$ cat config.mk
export PLATFORM = sky130hd
export DESIGN_NAME = sram_fifo_ctrl
export DESIGN_NICKNAME = d
export VERILOG_FILES = /design/src/rtl/sram_fifo_ctrl.sv
export SDC_FILE = /design/constraint.sdc
export NUM_CORES = 1
export LEC_CHECK = 0
export BUFFER_PORTS_ARGS = -buffer_cell sky130_fd_sc_hd__buf_2
export CORE_ASPECT_RATIO = 1.4
export CORE_MARGIN = 10
export CORE_UTILIZATION = 40
export CTS_CLUSTER_DIAMETER = 40
export CTS_CLUSTER_SIZE = 20
export DETAILED_ROUTE_END_ITERATION = 10
export PLACE_DENSITY_LB_ADDON = 0.2
export SETUP_SLACK_MARGIN = 0.05
export SLEW_MARGIN = 10
export SYNTH_ARGS = -nofsm -noshare
export SYNTH_HDL_FRONTEND = slang
export SYNTH_SLANG_ARGS = --single-unit
$ cat constraint.sdc
create_clock -name clk -period 3.17 [get_ports clk]
set_input_delay 0.1585 -clock clk [delete_from_list [all_inputs] [get_ports clk]]
set_output_delay 0.1585 -clock clk [all_outputs]
set_load 0.05 [all_outputs]
$ cat src/rtl/sram_fifo_ctrl.sv
// sram_fifo_ctrl: FIFO controller over a dual-port SRAM with a 2-entry output buffer
module sram_fifo_ctrl #(
    parameter int DW = 32,
    parameter int AW = 9
) (
    input  logic          clk,
    input  logic          rst_n,
    input  logic          flush,
    input  logic          in_valid,
    input  logic [DW-1:0] in_data,
    output logic          in_ready,
    output logic          out_valid,
    output logic [DW-1:0] out_data,
    input  logic          out_ready,
    output logic [AW:0]   count,
    output logic          sram_ena,
    output logic          sram_wea,
    output logic [AW-1:0] sram_addra,
    output logic [DW-1:0] sram_dina,
    output logic          sram_enb,
    output logic          sram_web,
    output logic [AW-1:0] sram_addrb,
    output logic [DW-1:0] sram_dinb,
    input  logic [DW-1:0] sram_doutb
);
    localparam logic [AW:0] FULL = {1'b1, {AW{1'b0}}};

    logic [AW-1:0] wr_ptr_q, wr_ptr_d, rd_ptr_q, rd_ptr_d;
    logic [AW:0]   mem_cnt_q, mem_cnt_d;
    logic          rd_pend_q, rd_pend_d;
    logic [1:0]    obuf_cnt_q, obuf_cnt_d;
    logic          head_q, head_d;
    logic [DW-1:0] obuf_q [2];
    logic          push, pop, issue;
    logic [1:0]    occ;

    // rst_n gating keeps the write port quiet while reset is held
    assign in_ready   = rst_n && !flush && (mem_cnt_q != FULL);
    assign push       = in_valid && in_ready;
    assign out_valid  = obuf_cnt_q != 2'd0;
    assign pop        = out_valid && out_ready;
    // buffer slots already claimed after this cycle's pop; a read is issued only into a free slot
    assign occ        = obuf_cnt_q + {1'b0, rd_pend_q} - {1'b0, pop};
    assign issue      = (mem_cnt_q != '0) && !flush && (occ < 2'd2);
    assign out_data   = obuf_q[head_q];
    assign count      = mem_cnt_q + (AW+1)'(rd_pend_q) + (AW+1)'(obuf_cnt_q);
    assign sram_ena   = push;
    assign sram_wea   = push;
    assign sram_addra = wr_ptr_q;
    assign sram_dina  = in_data;
    assign sram_enb   = issue;
    assign sram_web   = 1'b0;
    assign sram_addrb = rd_ptr_q;
    assign sram_dinb  = '0;

    // next-state for pointers and occupancy; flush wins over everything
    always_comb begin
        wr_ptr_d   = flush ? '0 : wr_ptr_q + AW'(push);
        rd_ptr_d   = flush ? '0 : rd_ptr_q + AW'(issue);
        mem_cnt_d  = flush ? '0 : mem_cnt_q + (AW+1)'(push) - (AW+1)'(issue);
        rd_pend_d  = !flush && issue;
        obuf_cnt_d = flush ? '0 : obuf_cnt_q + {1'b0, rd_pend_q} - {1'b0, pop};
        head_d     = !flush && (head_q ^ pop);
    end

    // control state with asynchronous reset
    always_ff @(posedge clk or negedge rst_n) begin
        if (!rst_n) begin
            wr_ptr_q   <= '0;
            rd_ptr_q   <= '0;
            mem_cnt_q  <= '0;
            rd_pend_q  <= 1'b0;
            obuf_cnt_q <= '0;
            head_q     <= 1'b0;
        end else begin
            wr_ptr_q   <= wr_ptr_d;
            rd_ptr_q   <= rd_ptr_d;
            mem_cnt_q  <= mem_cnt_d;
            rd_pend_q  <= rd_pend_d;
            obuf_cnt_q <= obuf_cnt_d;
            head_q     <= head_d;
        end
    end

    // capture returning SRAM data into the slot just behind the buffered entries
    always_ff @(posedge clk) begin
        if (rd_pend_q && !flush)
            obuf_q[head_q ^ obuf_cnt_q[0]] <= sram_doutb;
    end
endmodule

**Word level (Yosys, flattened, before mapping)**

Memories as Yosys holds them, arrays and structs flattened.
Index checks and enable logic that the tools add are counted.

- Output and inout port bits: 130
- Memory bits (writable): 64
- Memories kept: 1
- Word-level logic and storage cells: 37
- Input bits: 69
- Register bits: 32

- Equality and inequality tests: 1
- Bitwise gates (word level): 2
- Reductions and logical operators: 12
- Mux-type cells: 6
- Order comparisons: 1
- Add/subtract/negate cells: 8

Memory list:

| memory | depth | bits a word | rd ports | clocked after Yosys merged registers in | write ports | RTL line | text |
|---|---|---|---|---|---|---|---|
| obuf_q | 2 | 32 | 1 | 0 | 1 | 33 | `logic [DW-1:0] obuf_q [2];` |

Operator list:

| cell | number |
|---|---|
| 10-bit by 1-bit adder with 10-bit output | 2 |
| 9-bit by 1-bit adder with 9-bit output | 2 |
| 9-bit two-way mux | 2 |
| 10-bit by 2-bit adder with 10-bit output | 1 |
| 10-bit two-way mux | 1 |
| 10-bit inequality test, second input constant | 1 |
| 10-bit nonzero test | 1 |
| 10-bit by 1-bit subtractor with 10-bit output | 1 |
| 1-bit logical AND | 9 |
| 2-bit by 1-bit adder with 2-bit output | 1 |
| 2-bit less-than comparator, second input constant | 1 |
| 1-bit two-way mux | 2 |
| 2-bit two-way mux | 1 |
| 2-bit nonzero test | 1 |
| 2-bit by 1-bit subtractor with 2-bit output | 1 |
| 1-bit XOR | 2 |
| 1-bit zero test | 1 |

**Longest topological paths before layout**

- Depth after elaboration: 7
- Depth in mapped cells: 17
- Depth with buffers taken out: 17

**Least setup slack after synthesis**

No wires, ideal clock.

- Path type: reg-to-reg
- Start: register obuf_cnt_q[1]
- End: register mem_cnt_q[9]
- Arrival time: 3,562 ps
- Clock period less this slack: 3,690 ps
- Stages on the path, launching flop included: 15
- Buffers on the path: 0
- Slack: -520 ps
- Data required time: 3,042 ps
- Setup time: 128 ps
- Cells stage by stage: dfrtp_1 -> or2_2 -> and2_1 -> ha_1 -> inv_1 -> ha_1 -> xnor2_1 -> xnor2_1 -> a211oi_1 -> nand2_1 -> ha_1 -> a21o_2 -> a221o_1 -> a41oi_1 -> mux2_1

- Longest elaborated chain between the ends: 7
- Elaborated cells on any way between the ends: 8
- Those cells by class: add/sub (3); order compare (1); mux (1); reduce/logical (3)

RTL lines:

| what | RTL line | text |
|---|---|---|
| start, declared | 31 | `logic [1:0] obuf_cnt_q, obuf_cnt_d;` |
| start signal, assigned | 80 | `obuf_cnt_q <= obuf_cnt_d;` |
| 2-bit nonzero test | 40 | `assign out_valid = obuf_cnt_q != 2'd0;` |
| via out_valid | 12 | `output logic out_valid,` |
| 1-bit logical AND | 41 | `assign pop = out_valid && out_ready;` |
| 2-bit by 1-bit subtractor with 2-bit output | 43 | `assign occ = obuf_cnt_q + {1'b0, rd_pend_q} - {1'b0, pop};` |
| 2-bit less-than comparator | 44 | `assign issue = (mem_cnt_q != '0) && !flush && (occ < 2'd2);` |
| 1-bit logical AND | 44 |  |
| 10-bit by 1-bit subtractor with 10-bit output | 60 | `mem_cnt_d = flush ? '0 : mem_cnt_q + (AW+1)'(push) - (AW+1)'(issue);` |
| 10-bit two-way mux | 60 |  |
| via mem_cnt_d[9] | 29 | `logic [AW:0] mem_cnt_q, mem_cnt_d;` |
| end signal, assigned | 78 | `mem_cnt_q <= mem_cnt_d;` |
| end, declared | 29 |  |

The timed path passes the listed nets, and every way through them passes these cells.

**Worst setup path after layout**

- Start: register obuf_cnt_q[1]
- End: register mem_cnt_q[9]

- Longest elaborated chain between the ends: 7
- Elaborated cells on any way between the ends: 8
- Those cells by class: add/sub (3); order compare (1); mux (1); reduce/logical (3)

RTL lines:

| what | RTL line |
|---|---|
| parallel branches: the longest is 2 deep, another holds 2-bit by 1-bit adder with 2-bit output | n/a |
| 2-bit by 1-bit subtractor with 2-bit output (*) | 43 |
| 2-bit less-than comparator (*) | 44 |
| 1-bit logical AND (*) | 44 |
| 10-bit by 1-bit subtractor with 10-bit output (*) | 60 |
| 10-bit two-way mux (*) | 60 |
| via mem_cnt_d[9] | 29 |

Mark *: on every way through the listed nets, which the timed path passes.

==> impl_metrics.env <==
export IMPL_drt_iter0_drc=97
export IMPL_io_buffers=101
export IMPL_num_rows=47
export IMPL_cts_tree="yes"
export IMPL_syn_area_um2=4900
export IMPL_gp_congestion=0.778
export IMPL_synth_seq_cells=96
export IMPL_rsz0062_at_grt="true"
export IMPL_violations="setup timing"
export IMPL_cap_violations=0
export IMPL_cts_sinks=96
export IMPL_endpoint_kind="register"
export IMPL_p_leak_nw=2.51
export IMPL_regArea_um2=2720
export IMPL_fin_area_um2=5830
export IMPL_cp_buffers_inverters=1
export IMPL_min_period_ns=3.32
export IMPL_critPathMaxFanout=3
export IMPL_clk_latency_ns=0.33
export IMPL_cpLargestDelayFamily="compound AO/OA/AOI/OAI gates"
export IMPL_grt_overflow=0
export IMPL_dieArea_um2=17100
export IMPL_die_w_um=114
export IMPL_vias_per_cell=4.76
export IMPL_vias=2986
export IMPL_route_detailed_drc=0
export IMPL_placed_cell_area_um2=5360
export IMPL_yosysSeqAreaShare_pct=55.6
export IMPL_wl_per_cell_um=16.7
export IMPL_fin_worst_skew_ns=0.00541
export IMPL_status="complete, but fails checks"
export IMPL_fin_crit_sh_pct=105
export IMPL_ir_drop_mv=0.883
export IMPL_hold_viol=0
export IMPL_nFillCells=1122
export IMPL_worstPathRequired_ns=3.39
export IMPL_fmax_ghz=0.302
export IMPL_multiInputGateArea_um2=1880
export IMPL_avgSynthCellArea_um2=12.8
export IMPL_holdWs_ns=0.0132
export IMPL_grt_max_degree=34
export IMPL_hp_class="primary input to register"
export IMPL_pin_count=199
export IMPL_antenna_found_initial=0
export IMPL_grt_pass1_wl_mm=16.8
export IMPL_cp_data_arrival_time_ns=3.53
export IMPL_fin_ws_ns=-0.146
export IMPL_grt_pass1_vias=3306
export IMPL_ant_nets=0
export IMPL_antenna_cells=0
export IMPL_die_h_um=151
export IMPL_startpoint_type="register"
export IMPL_initial_utilization_pct=41.0
export IMPL_nNetsFinal=575
export IMPL_ys_warn_count=0
export IMPL_p_per_area_nw_per_um2=989
export IMPL_slowest_delay_ns=0.38
export IMPL_path_clk_slew_ns=0.07
export IMPL_crit_chain="or2_4 > and2_4 > ha_4 > inv_2 > ha_4 > xnor2_4 > xnor2_2 > a211oi_2 > nand2_1 > ha_1 > a21o_2 > a221o_1 > a41oi_2 > mux2_4"
export IMPL_synth_distinct_cells=39
export IMPL_root_buffer="clkbuf_16"
export IMPL_finalSetupViolCount=5
export IMPL_cts_buffers=9
export IMPL_core_um2=11900
export IMPL_crit_path_top_delay_cell="dfrtp_1"
export IMPL_area_growth_pct=19.0
export IMPL_wl_mm=10.5
export IMPL_dr_pass1_iters=4
export IMPL_track_usage_pct=12.1
export IMPL_drive_gt1_share_pct=41.0
export IMPL_path_class="register to register"
export IMPL_place_hpwl_mm=7.67
export IMPL_synthCells=382
export IMPL_final_max_slew_viol_count=0
export IMPL_ctsHtreeMaxLevel=3
export IMPL_cp_common_cell="ha_4"
export IMPL_cts_buffer_depth=2
-- cells in the mapped netlist (all sizes together) --
library cell,n,area (um^2)
a211oi,3,22.5
a21o,1,8.76
a21oi,12,60.1
a221o,2,20.0
a31oi,1,6.26
a41oi,1,8.76
and2,2,12.5
and2b,2,18.8
and3,1,6.26
buf,69,510
clkbuf,5,28.8
conb,1,3.75
dfrtp,32,801
edfxtp,64,1920
fa,3,60.1
ha,27,338
inv,16,60.1
mux2,33,372
nand2,8,30.0
nand2b,2,12.5
nand3,10,50.1
nand4,3,18.8
nand4b,1,8.76
nor2,26,97.6
nor2b,11,68.8
nor3,1,5.00
nor3b,1,7.51
o21ai,7,35.0
o21bai,1,7.51
o31a,1,8.76
or2,1,6.26
or3,6,37.5
xnor2,18,158
xor2,10,87.6
-- through the flow --
step | worst slack (ns) | TNS, ns | cells | util (%) | power, mW
2_1_floorplan | -0.259 | -1.00 | 414 | - | 4.00
3_3_place_gp | -0.0822 | -0.141 | 602 | 44.9 | 4.50
3_5_place_dp | -0.196 | -0.561 | 602 | 44.9 | 4.51
4_1_cts | -0.138 | -0.417 | 624 | 48.1 | 5.76
5_1_grt | -0.284 | -1.36 | 627 | 48.8 | 6.12
6_report | -0.146 | -0.367 | 627 | 48.8 | 5.76
-- routing by layer --
layer	vias up	GRT usage [%]	routed length, um
met5	-	0	0
met4	0	3.50	120
met3	9	4.12	682
met2	104	20.6	5310
met1	1463	14.0	4370
li1	1410	-	-
-- kinds of logic after synthesis --
kind of cell | after synthesis | share of synthesized area, %
flip-flops | 96 | 55.6
buffers and inverters | 90 | 12.2
AND/OR/NAND/NOR | 75 | 7.77
multiplexers | 33 | 7.59
adder cells (fa/ha/maj) | 30 | 8.12
AO/OA/AOI/OAI | 29 | 3.63
XOR/XNOR | 28 | 5.01
other | 1 | 0.0766
-- placed cells by master (no fill, tap or decap), drive strengths merged, types with 2 or more instances in the layout --
| master | Yosys | layout |
|---|---|---|
| a211oi | 3 | 3 |
| a21oi | 12 | 12 |
| a221o | 2 | 2 |
| and2 | 2 | 2 |
| and2b | 2 | 2 |
| buf | 69 | 121 |
| clkbuf | 5 | 10 |
| clkinvlp | 0 | 2 |
| conb | 1 | 33 |
| dfrtp | 32 | 32 |
| dlygate4sd3 | 0 | 4 |
| edfxtp | 64 | 64 |
| fa | 3 | 3 |
| ha | 27 | 27 |
| inv | 16 | 17 |
| mux2 | 33 | 33 |
| nand2 | 8 | 8 |
| nand2b | 2 | 2 |
| nand3 | 10 | 10 |
| nand4 | 3 | 3 |
| nor2 | 26 | 26 |
| nor2b | 11 | 11 |
| o21ai | 7 | 7 |
| or3 | 6 | 6 |
| xnor2 | 18 | 18 |
| xor2 | 10 | 10 |
-- timing repair --
action                                 4_1_cts  5_1_grt
pin swaps                                    7        6
setup endpoints to repair                    6        7
endpoints found under the hold margin       34        4
gates resized for setup                      6       11
hold buffers                                 2        2
setup buffers                                5        2
-- sequential cells by signal, summed over array words and instances, names as in the netlist --
| register | count |
|---|---|
| obuf_q | 64 |
| obuf_cnt_q | 2 |
| head_q | 1 |
| sram_addrb | 9 |
| rd_pend_q | 1 |
| sram_addra | 9 |
| mem_cnt_q | 10 |
-- final timing paths --
check / endpoint / from / slack [ns] / cells after the start
worst max register to register: mem_cnt_q[9] / obuf_cnt_q[1] / -0.15 / 14
worst min-delay path: obuf_q[0][1] / sram_doutb[1] / 0.01 / 1
max in group asynchronous: sram_addra[5] / rst_n / 2.43 / 3
worst max-delay path: mem_cnt_q[9] / obuf_cnt_q[1] / -0.15 / 14
min in group asynchronous: mem_cnt_q[4] / rst_n / 0.43 / 3
worst min register to register: sram_addra[8] / sram_addra[8] / 0.55 / 2
-- layout make-up --
| cell class | count | share of cell area (%) |
|---|---|---|
| well taps | 147 | 3.15 |
| flip-flops and latches | 96 | 46.7 |
| clock buffers | 10 | 3.93 |
| clock inverters | 5 | 0.987 |
| multi-input cells | 228 | 32.2 |
| inverters | 16 | 1.03 |
| repair buffers | 125 | 12.0 |
-- worst reg2reg max path: stages (launching register included) --
cell and delay, ns:
dfrtp_1 0.38, or2_4 0.25, and2_4 0.17, ha_4 0.26
inv_2 0.03, ha_4 0.16, xnor2_4 0.13, xnor2_2 0.16
a211oi_2 0.19, nand2_1 0.13, ha_1 0.28, a21o_2 0.19
a221o_1 0.34, a41oi_2 0.22, mux2_4 0.32
-- report_power, final --
| part | total [mW] | internal, mW | leakage, nW | switching (mW) |
|---|---|---|---|---|
| logic | 3.02 | 1.10 | 1.36 | 1.92 |
| clock network | 1.06 | 0.608 | 0.133 | 0.449 |
| registers | 1.69 | 1.58 | 1.02 | 0.117 |
| total | 5.76 | 3.28 | 2.51 | 2.48 |
Power figures use the tool's default switching activity.
